### src/rtl/clear_engine.sv
// clear_engine: fills the latched viewport with the latched colour, one pixel per write handshake.
// Optional: define CLEAR_ENGINE_STALL_CNT_EN to add the stall_cycles counter output.
module clear_engine #(
    parameter int FB_WIDTH  = 640,
    parameter int FB_HEIGHT = 480,
    parameter int ADDR_W    = 19,
    parameter int PIXEL_W   = 24
) (
    input  logic               clk,
    input  logic               rst,
    input  logic               clear_start,
    output logic               clear_done,
    output logic               busy,
    input  logic [PIXEL_W-1:0] clear_color,
    input  logic [15:0]        vp_x_min,
    input  logic [15:0]        vp_y_min,
    input  logic [15:0]        vp_x_max,
    input  logic [15:0]        vp_y_max,
    output logic               fb_wr_valid,
    input  logic               fb_wr_ready,
    output logic [ADDR_W-1:0]  fb_wr_addr,
    output logic [PIXEL_W-1:0] fb_wr_data
`ifdef CLEAR_ENGINE_STALL_CNT_EN
    ,
    output logic [31:0]        stall_cycles
`endif
);

    typedef enum logic [1:0] {
        IDLE  = 2'd0,
        SETUP = 2'd1,
        RUN   = 2'd2,
        DONE  = 2'd3
    } state_t;

    localparam logic [15:0]       X_LIM = 16'(FB_WIDTH - 1);
    localparam logic [15:0]       Y_LIM = 16'(FB_HEIGHT - 1);
    localparam logic [ADDR_W-1:0] FBW_A = ADDR_W'(FB_WIDTH);

    state_t              state_q, state_d;
    logic [PIXEL_W-1:0]  color_q, color_d;
    logic [15:0]         x_min_q, x_min_d;
    logic [15:0]         y_min_q, y_min_d;
    logic [15:0]         x_max_q, x_max_d;
    logic [15:0]         y_max_q, y_max_d;
    logic [15:0]         x_q, x_d;
    logic [15:0]         y_q, y_d;
    logic [ADDR_W-1:0]   row_base_q, row_base_d;
    logic [15:0]         x_clamp;
    logic [15:0]         y_clamp;
    logic                empty;

    assign x_clamp = (x_max_q > X_LIM) ? X_LIM : x_max_q;
    assign y_clamp = (y_max_q > Y_LIM) ? Y_LIM : y_max_q;
    assign empty   = (x_min_q > x_clamp) || (y_min_q > y_clamp) ||
                     (x_min_q > X_LIM)   || (y_min_q > Y_LIM);

    assign fb_wr_valid = (state_q == RUN);
    assign busy        = (state_q != IDLE);
    assign clear_done  = (state_q == DONE);
    assign fb_wr_addr  = fb_wr_valid ? (row_base_q + ADDR_W'(x_q)) : '0;
    assign fb_wr_data  = fb_wr_valid ? color_q : '0;

    // Next-state and raster-walk logic; row_base accumulates instead of multiplying per pixel.
    always_comb begin
        state_d    = state_q;
        color_d    = color_q;
        x_min_d    = x_min_q;
        y_min_d    = y_min_q;
        x_max_d    = x_max_q;
        y_max_d    = y_max_q;
        x_d        = x_q;
        y_d        = y_q;
        row_base_d = row_base_q;
        unique case (state_q)
            IDLE: begin
                if (clear_start) begin
                    color_d = clear_color;
                    x_min_d = vp_x_min;
                    y_min_d = vp_y_min;
                    x_max_d = vp_x_max;
                    y_max_d = vp_y_max;
                    state_d = SETUP;
                end
            end
            SETUP: begin
                x_max_d = x_clamp;
                y_max_d = y_clamp;
                if (empty) begin
                    state_d = DONE;
                end else begin
                    x_d        = x_min_q;
                    y_d        = y_min_q;
                    row_base_d = ADDR_W'(y_min_q) * FBW_A;
                    state_d    = RUN;
                end
            end
            RUN: begin
                if (fb_wr_ready) begin
                    if (x_q == x_max_q) begin
                        if (y_q == y_max_q) begin
                            state_d = DONE;
                        end else begin
                            x_d        = x_min_q;
                            y_d        = y_q + 16'd1;
                            row_base_d = row_base_q + FBW_A;
                        end
                    end else begin
                        x_d = x_q + 16'd1;
                    end
                end
            end
            DONE: begin
                state_d = IDLE;
            end
            default: begin
                state_d = IDLE;
            end
        endcase
    end

    // State and datapath registers with synchronous reset.
    always_ff @(posedge clk) begin
        if (rst) begin
            state_q    <= IDLE;
            color_q    <= '0;
            x_min_q    <= '0;
            y_min_q    <= '0;
            x_max_q    <= '0;
            y_max_q    <= '0;
            x_q        <= '0;
            y_q        <= '0;
            row_base_q <= '0;
        end else begin
            state_q    <= state_d;
            color_q    <= color_d;
            x_min_q    <= x_min_d;
            y_min_q    <= y_min_d;
            x_max_q    <= x_max_d;
            y_max_q    <= y_max_d;
            x_q        <= x_d;
            y_q        <= y_d;
            row_base_q <= row_base_d;
        end
    end

`ifdef CLEAR_ENGINE_STALL_CNT_EN
    logic [31:0] stall_q, stall_d;

    assign stall_cycles = stall_q;

    // Saturating count of back-pressured cycles, restarted by each accepted start.
    always_comb begin
        stall_d = stall_q;
        if (state_q == IDLE && clear_start) begin
            stall_d = '0;
        end else if (fb_wr_valid && !fb_wr_ready && stall_q != 32'hFFFF_FFFF) begin
            stall_d = stall_q + 32'd1;
        end
    end

    // Stall counter register.
    always_ff @(posedge clk) begin
        if (rst) begin
            stall_q <= '0;
        end else begin
            stall_q <= stall_d;
        end
    end
`endif

endmodule

### config.mk
export PLATFORM = sky130hd
export DESIGN_NAME = clear_engine
export DESIGN_NICKNAME = d
export VERILOG_FILES = /design/src/rtl/clear_engine.sv
export SDC_FILE = /design/constraint.sdc
export NUM_CORES = 1
export LEC_CHECK = 0
export ABC_AREA = 1
export BUFFER_PORTS_ARGS = -buffer_cell sky130_fd_sc_hd__clkbuf_2
export CELL_PAD_IN_SITES_DETAIL_PLACEMENT = 0
export CELL_PAD_IN_SITES_GLOBAL_PLACEMENT = 1
export CORE_ASPECT_RATIO = 0.6
export CORE_MARGIN = 5
export CORE_UTILIZATION = 40
export DETAILED_ROUTE_END_ITERATION = 6
export GPL_ROUTABILITY_DRIVEN = 0
export GPL_TIMING_DRIVEN = 0
export PLACE_DENSITY_LB_ADDON = 0.1
export RECOVER_POWER = 50
export SYNTH_ARGS = -nofsm -noshare
export SYNTH_HDL_FRONTEND = slang
export SYNTH_SLANG_ARGS = --single-unit
### constraint.sdc
create_clock -name clk -period 3.3 [get_ports clk]
set_clock_uncertainty 0.2 [all_clocks]
set_input_delay 0.99 -clock clk [delete_from_list [all_inputs] [get_ports clk]]
set_output_delay 0.99 -clock clk [all_outputs]
set_load 0.005 [all_outputs]
; Word-level counts from Yosys, hierarchy flattened
; Index checks and enable logic that the tools add are counted.
; W data, S select, Z words.
[totals]
latch_bits = 0
ff_bits = 141
inputBits = 92
out_inout_bits = 46
mem_bits_rw = 0
romBits = 0
mem_count = 0
[classes]
n_shift = 0
bitwise = 0
mux = 29
eq_ne = 12
div_mod_pow = 0
n_lt_le_gt_ge = 6
reduce_logical = 12
n_mul = 1
n_addsub = 4
[op_table]
columns = operator, n
row1 = $mux W16, 12
row2 = $pmux W16 S2, 4
row3 = $mux W19, 5
row4 = $pmux W19 S2, 1
row5 = $add A16 B1 Y16 const B, 2
row6 = $eq A16 B16 Y1, 2
row7 = $gt A16 B10 Y1 const B, 2
row8 = $gt A16 B16 Y1, 2
row9 = $gt A16 B9 Y1 const B, 2
row10 = $mux W24, 1
row11 = $add A19 B10 Y19 const B, 1
row12 = $add A19 B16 Y19, 1
row13 = $mul A16 B3 Y12 const B, 1
row14 = $mux W2, 4
row15 = $pmux W2 S4, 1
row16 = $reduce_and A4 Y1, 2
row17 = $ne A2 B1 Y1 const B, 3
row18 = $ne A2 B2 Y1 const B, 3
row19 = $reduce_bool A2 Y1, 3
row20 = $reduce_and A5 Y1, 1
row21 = $eq A2 B2 Y1 const B, 2
row22 = $reduce_and A2 Y1, 2
row23 = $logic_or A1 B1 Y1, 3
row24 = $ne A3 B3 Y1 const B, 1
row25 = other kinds (3), 3

; Depth between registers and ports, before layout
[depth]
word_depth = 8
depth_mapped = 25

; Worst setup path after synthesis
; OpenSTA, ideal clock, no wires.
[synth_timing]
path_kind = register -> output
from = register x_q[8]
to = output port fb_wr_addr[15]
stages_incl_launch_ff = 14
path_slack_ns = 0.352
required_time_ns = 2.110
path_buffers = 0
arrival_time_ns = 1.758
cell_sequence = dfxtp_1 -> ha_1 -> nand2_1 -> nand2_1 -> nand3_1 -> nand2_1 -> nand2_1 -> inv_1 -> o21a_1 -> o21ai_0 -> nand2_1 -> nand2_1 -> nand2_1 -> a21oi_1
[synth_between]
elab_chain_len = 2
[synth_lines]
columns = item, line_no
row1 = start: declaration, 46  ; logic [15:0] x_q, x_d;
row2 = start signal: assignment, 131  ; x_q <= '0;
row3 = start signal: assignment, 141  ; x_q <= x_d;
row4 = $add A19 B16 Y19, 61  ; assign fb_wr_addr = fb_wr_valid ? (row_base_q + ADDR_W'(x_q)) : '0;
row5 = $mux W19, 61
row6 = end: declaration, 21  ; output logic [ADDR_W-1:0] fb_wr_addr,
; Every way passes these cells.

; Worst setup path after layout
; Same ends and word-level chain as after synthesis.

==> flow_summary.toml <==
[final_layout]
nets = 1730
layout_commonest_cell = "nand2_1"
area_growth_pct = 28.1
drive_above_1_share_pct = 21.8
final_util_pct = 51.7
layout_common_cells = "328 x nand2_1, 185 x nor2_1, 141 x o21ai_0, 133 x clkbuf_2, 119 x inv_1"
stdcell_area_um2 = 11300
instances_no_fill = 1871
antenna_cells = 0

[clock_network]
cts_tree = "built"
insertion_delay_ps = 440
cts.path.max_buffers = 2
root_buffer = "clkbuf_16"
htreeDepth = 4
clk_pin_slew_ps = 60
cts_buffers = 17
cts_hold_buf = 0
cts_sinks = 134

[route]
drtIter0Drc = 820
drc = 0
drtAntennaViolNets = 0
vias_per_cell = 5.02
totalWireLength_um = 31800
wire_per_inst_um = 17.0
drtPass1Iterations = 5
via_count = 9384

[floorplan]
ios = 138
fp-row-count = 42
die_y_um = 125
dieArea_um2 = 25300
start_util_pct = 40.4
die_w_um = 202
core_area_um2 = 21900

[critical_path]
worstPathCellList = "ha_4 -> nand2_2 -> nand2_2 -> nand3_2 -> nand2_2 -> nand2_2 -> inv_2 -> o21a_1 -> o21ai_2 -> nand2_2 -> nand2_2 -> nand2_2 -> a21oi_2 -> buf_2"
r2r_cells = 25
cpPeakStageDelay_ps = 360
critical-path-top-delay-family = "simple AND/OR/NAND/NOR gates"
cp_common_cell = "nand2_2"
critPathArrivalTime_ps = 2100
r2r-start = "x_max_q[11]"
path_class = "reg -> out"
cp.required_ps = 2110
cpMaxStageDelayCell = "dfxtp_4"
path_buf_inv = 2
critPathCaptureType = "primary output"
start_kind = "flip-flop"
crit_path_max_fanout = 4
reg2reg_slack_ps = 70
r2r-end = "y_q[9]"

[hold_path]
hold_path_startpoint = "color_q[21]"
min_to = "color_q[21]"
holdPathStages = 2
hp-class = "reg -> reg"

[sta]
fin_crit_sh_pct = 99.7
whs_ps = 285
max_freq_mhz = 304
worst_pin_slew_ps = 728
fin_setup_tns_ps = 0
period_needed_ps = 3290
slew_violations = 0
rsz0062_at_grt = "yes"
hold_viol_final = 0
setup_viol = 0
slew_headroom_pct = 50.9

[global_routing]
grt_use_met1_pct = 38.6
antenna_found_initial = 0
track_usage_pct = 24.4
grt_pass1_wl_um = 48600
grt_start_max_net_pins = 17
use_met3_pct = 6.70
grt_pass1_vias = 8650
overflow = 0
busiest_layer = "met1"
gr-usage-met2_pct = 32.6

[logic_synthesis]
yosys.cell_types.count = 38
synth_top_area_share_pct = 30.3
yosys.area.top_type = "dfxtp_1"
yosysWarnings = 0
avgSynthCellArea_um2 = 6.42
synth-seq-cells = 134
postSynthCellCount = 1379
async_reset_ff_share_pct = 0
synth_edf_count = 0
synthTopCellsByArea = "dfxtp_1 30%, nand2_1 15%, ha_1 9.2%"
ys.flop_type = "dfxtp_1"
syn_area_um2 = 8850
ys_seq_area_share_pct = 30.3

[place]
dp_hpwl_um = 24400
place_inst = 1814
portBuffers = 137
place_area_um2 = 9940

[power_and_ir_drop]
p_leak_nw = 5.49
irDropWorstVdd_v = 0.000434
power_density_nw_per_um2 = 986

[status]
status = "finished clean"

[run]
cap_viol_max_count = 0
-- synth_stat cells (2+ instances only) --
library cell and count:
nor4_1 5, o21a_1 4, nand4_1 27, o211ai_1 2, nand3_1 47, inv_1 126
buf_2 3, nand3b_1 2, buf_6 5, clkbuf_1 47, nand2_1 347, nor2_2 2
buf_4 2, ha_1 65, nor3_1 13, a31oi_1 22, xnor2_1 17, nor3_2 2
buf_1 5, xor2_1 32, nand3_2 2, or2_2 12, nand2_4 2, dfxtp_1 134
nor2_1 214, inv_2 15, a21oi_1 73, o21ai_0 142
-- routing by layer --
metal  wire (um)  part of all wire (%)
met1       16700                    52
met5           0                     0
met4         298                  0.94
met2       12100                    38
met3        2750                   8.7
-- sequential cells by signal, summed over array words and instances, names as in the netlist --
name and flops:
color_q 24, row_base_q 12, x_min_q 16, y_max_q 16, y_q 16, x_max_q 16
y_min_q 16, x_q 16, state_q 2
-- how the worst max path moves through the flow --
stage / start / endpoint / slack (ps) / cells past startpoint
after floorplan: x_q[8] / fb_wr_addr[15] / 350 / 13
after global placement: state_q[0] / fb_wr_addr[7] / -800 / 8
after detailed placement: state_q[0] / fb_wr_addr[7] / -800 / 8
after CTS: row_base_q[8] / fb_wr_addr[15] / -80 / 14
after global routing: x_max_q[11] / y_q[6] / -140 / 23
final: x_q[8] / fb_wr_addr[15] / 10 / 14
-- worst min-delay path, cell delays in order, from the launching register on --
cell and delay, ps:
dfxtp_1 320, nor2_1 50, nor2_1 80
-- stage by stage --
stage / total power, mW / setup slack [ps]
2_1_floorplan: 6.28 / 352
3_3_place_gp: 7.88 / -797
3_5_place_dp: 7.93 / -804
4_1_cts: 10.2 / -82.5
5_1_grt: 12.1 / -138
6_report: 11.2 / 10.2
-- repair_timing --
| item | CTS | global route |
|---|---|---|
| pin swaps | 10 | 36 |
| endpoints found under the hold margin | 0 | 0 |
| setup buffers | 14 | 12 |
| gates cloned | 0 | 2 |
| setup endpoints to repair | 88 | 83 |
| gates resized for setup | 53 | 123 |
-- kinds of logic after synthesis --
group                    Yosys count  synth area share, %
AND/OR/NAND/NOR                  679                 31.7
XOR/XNOR                          49                 4.85
AO/OA/AOI/OAI                    246                 14.5
other                              1               0.0424
buffers and inverters            204                 9.23
adder cells (fa/ha/maj)           66                 9.41
flip-flops                       134                 30.3
-- where the power goes --
part	leakage, nW	total, mW	switching [mW]	internal, mW
logic	4.10	6.27	3.77	2.50
clock network	0.278	1.99	0.851	1.13
registers	1.11	2.93	0.760	2.17
-- cell type report --
class / instances / area [um2]
Buffer: 59 / 363
Multi-Input combinational cell: 1053 / 5810
Fill cell: 2277 / 10600
Clock inverter: 14 / 165
Inverter: 142 / 543
Timing Repair Buffer: 165 / 952
Tap cell: 286 / 358
Clock buffer: 18 / 429
Sequential cell: 134 / 2720
(Power assumes the default switching activity.)
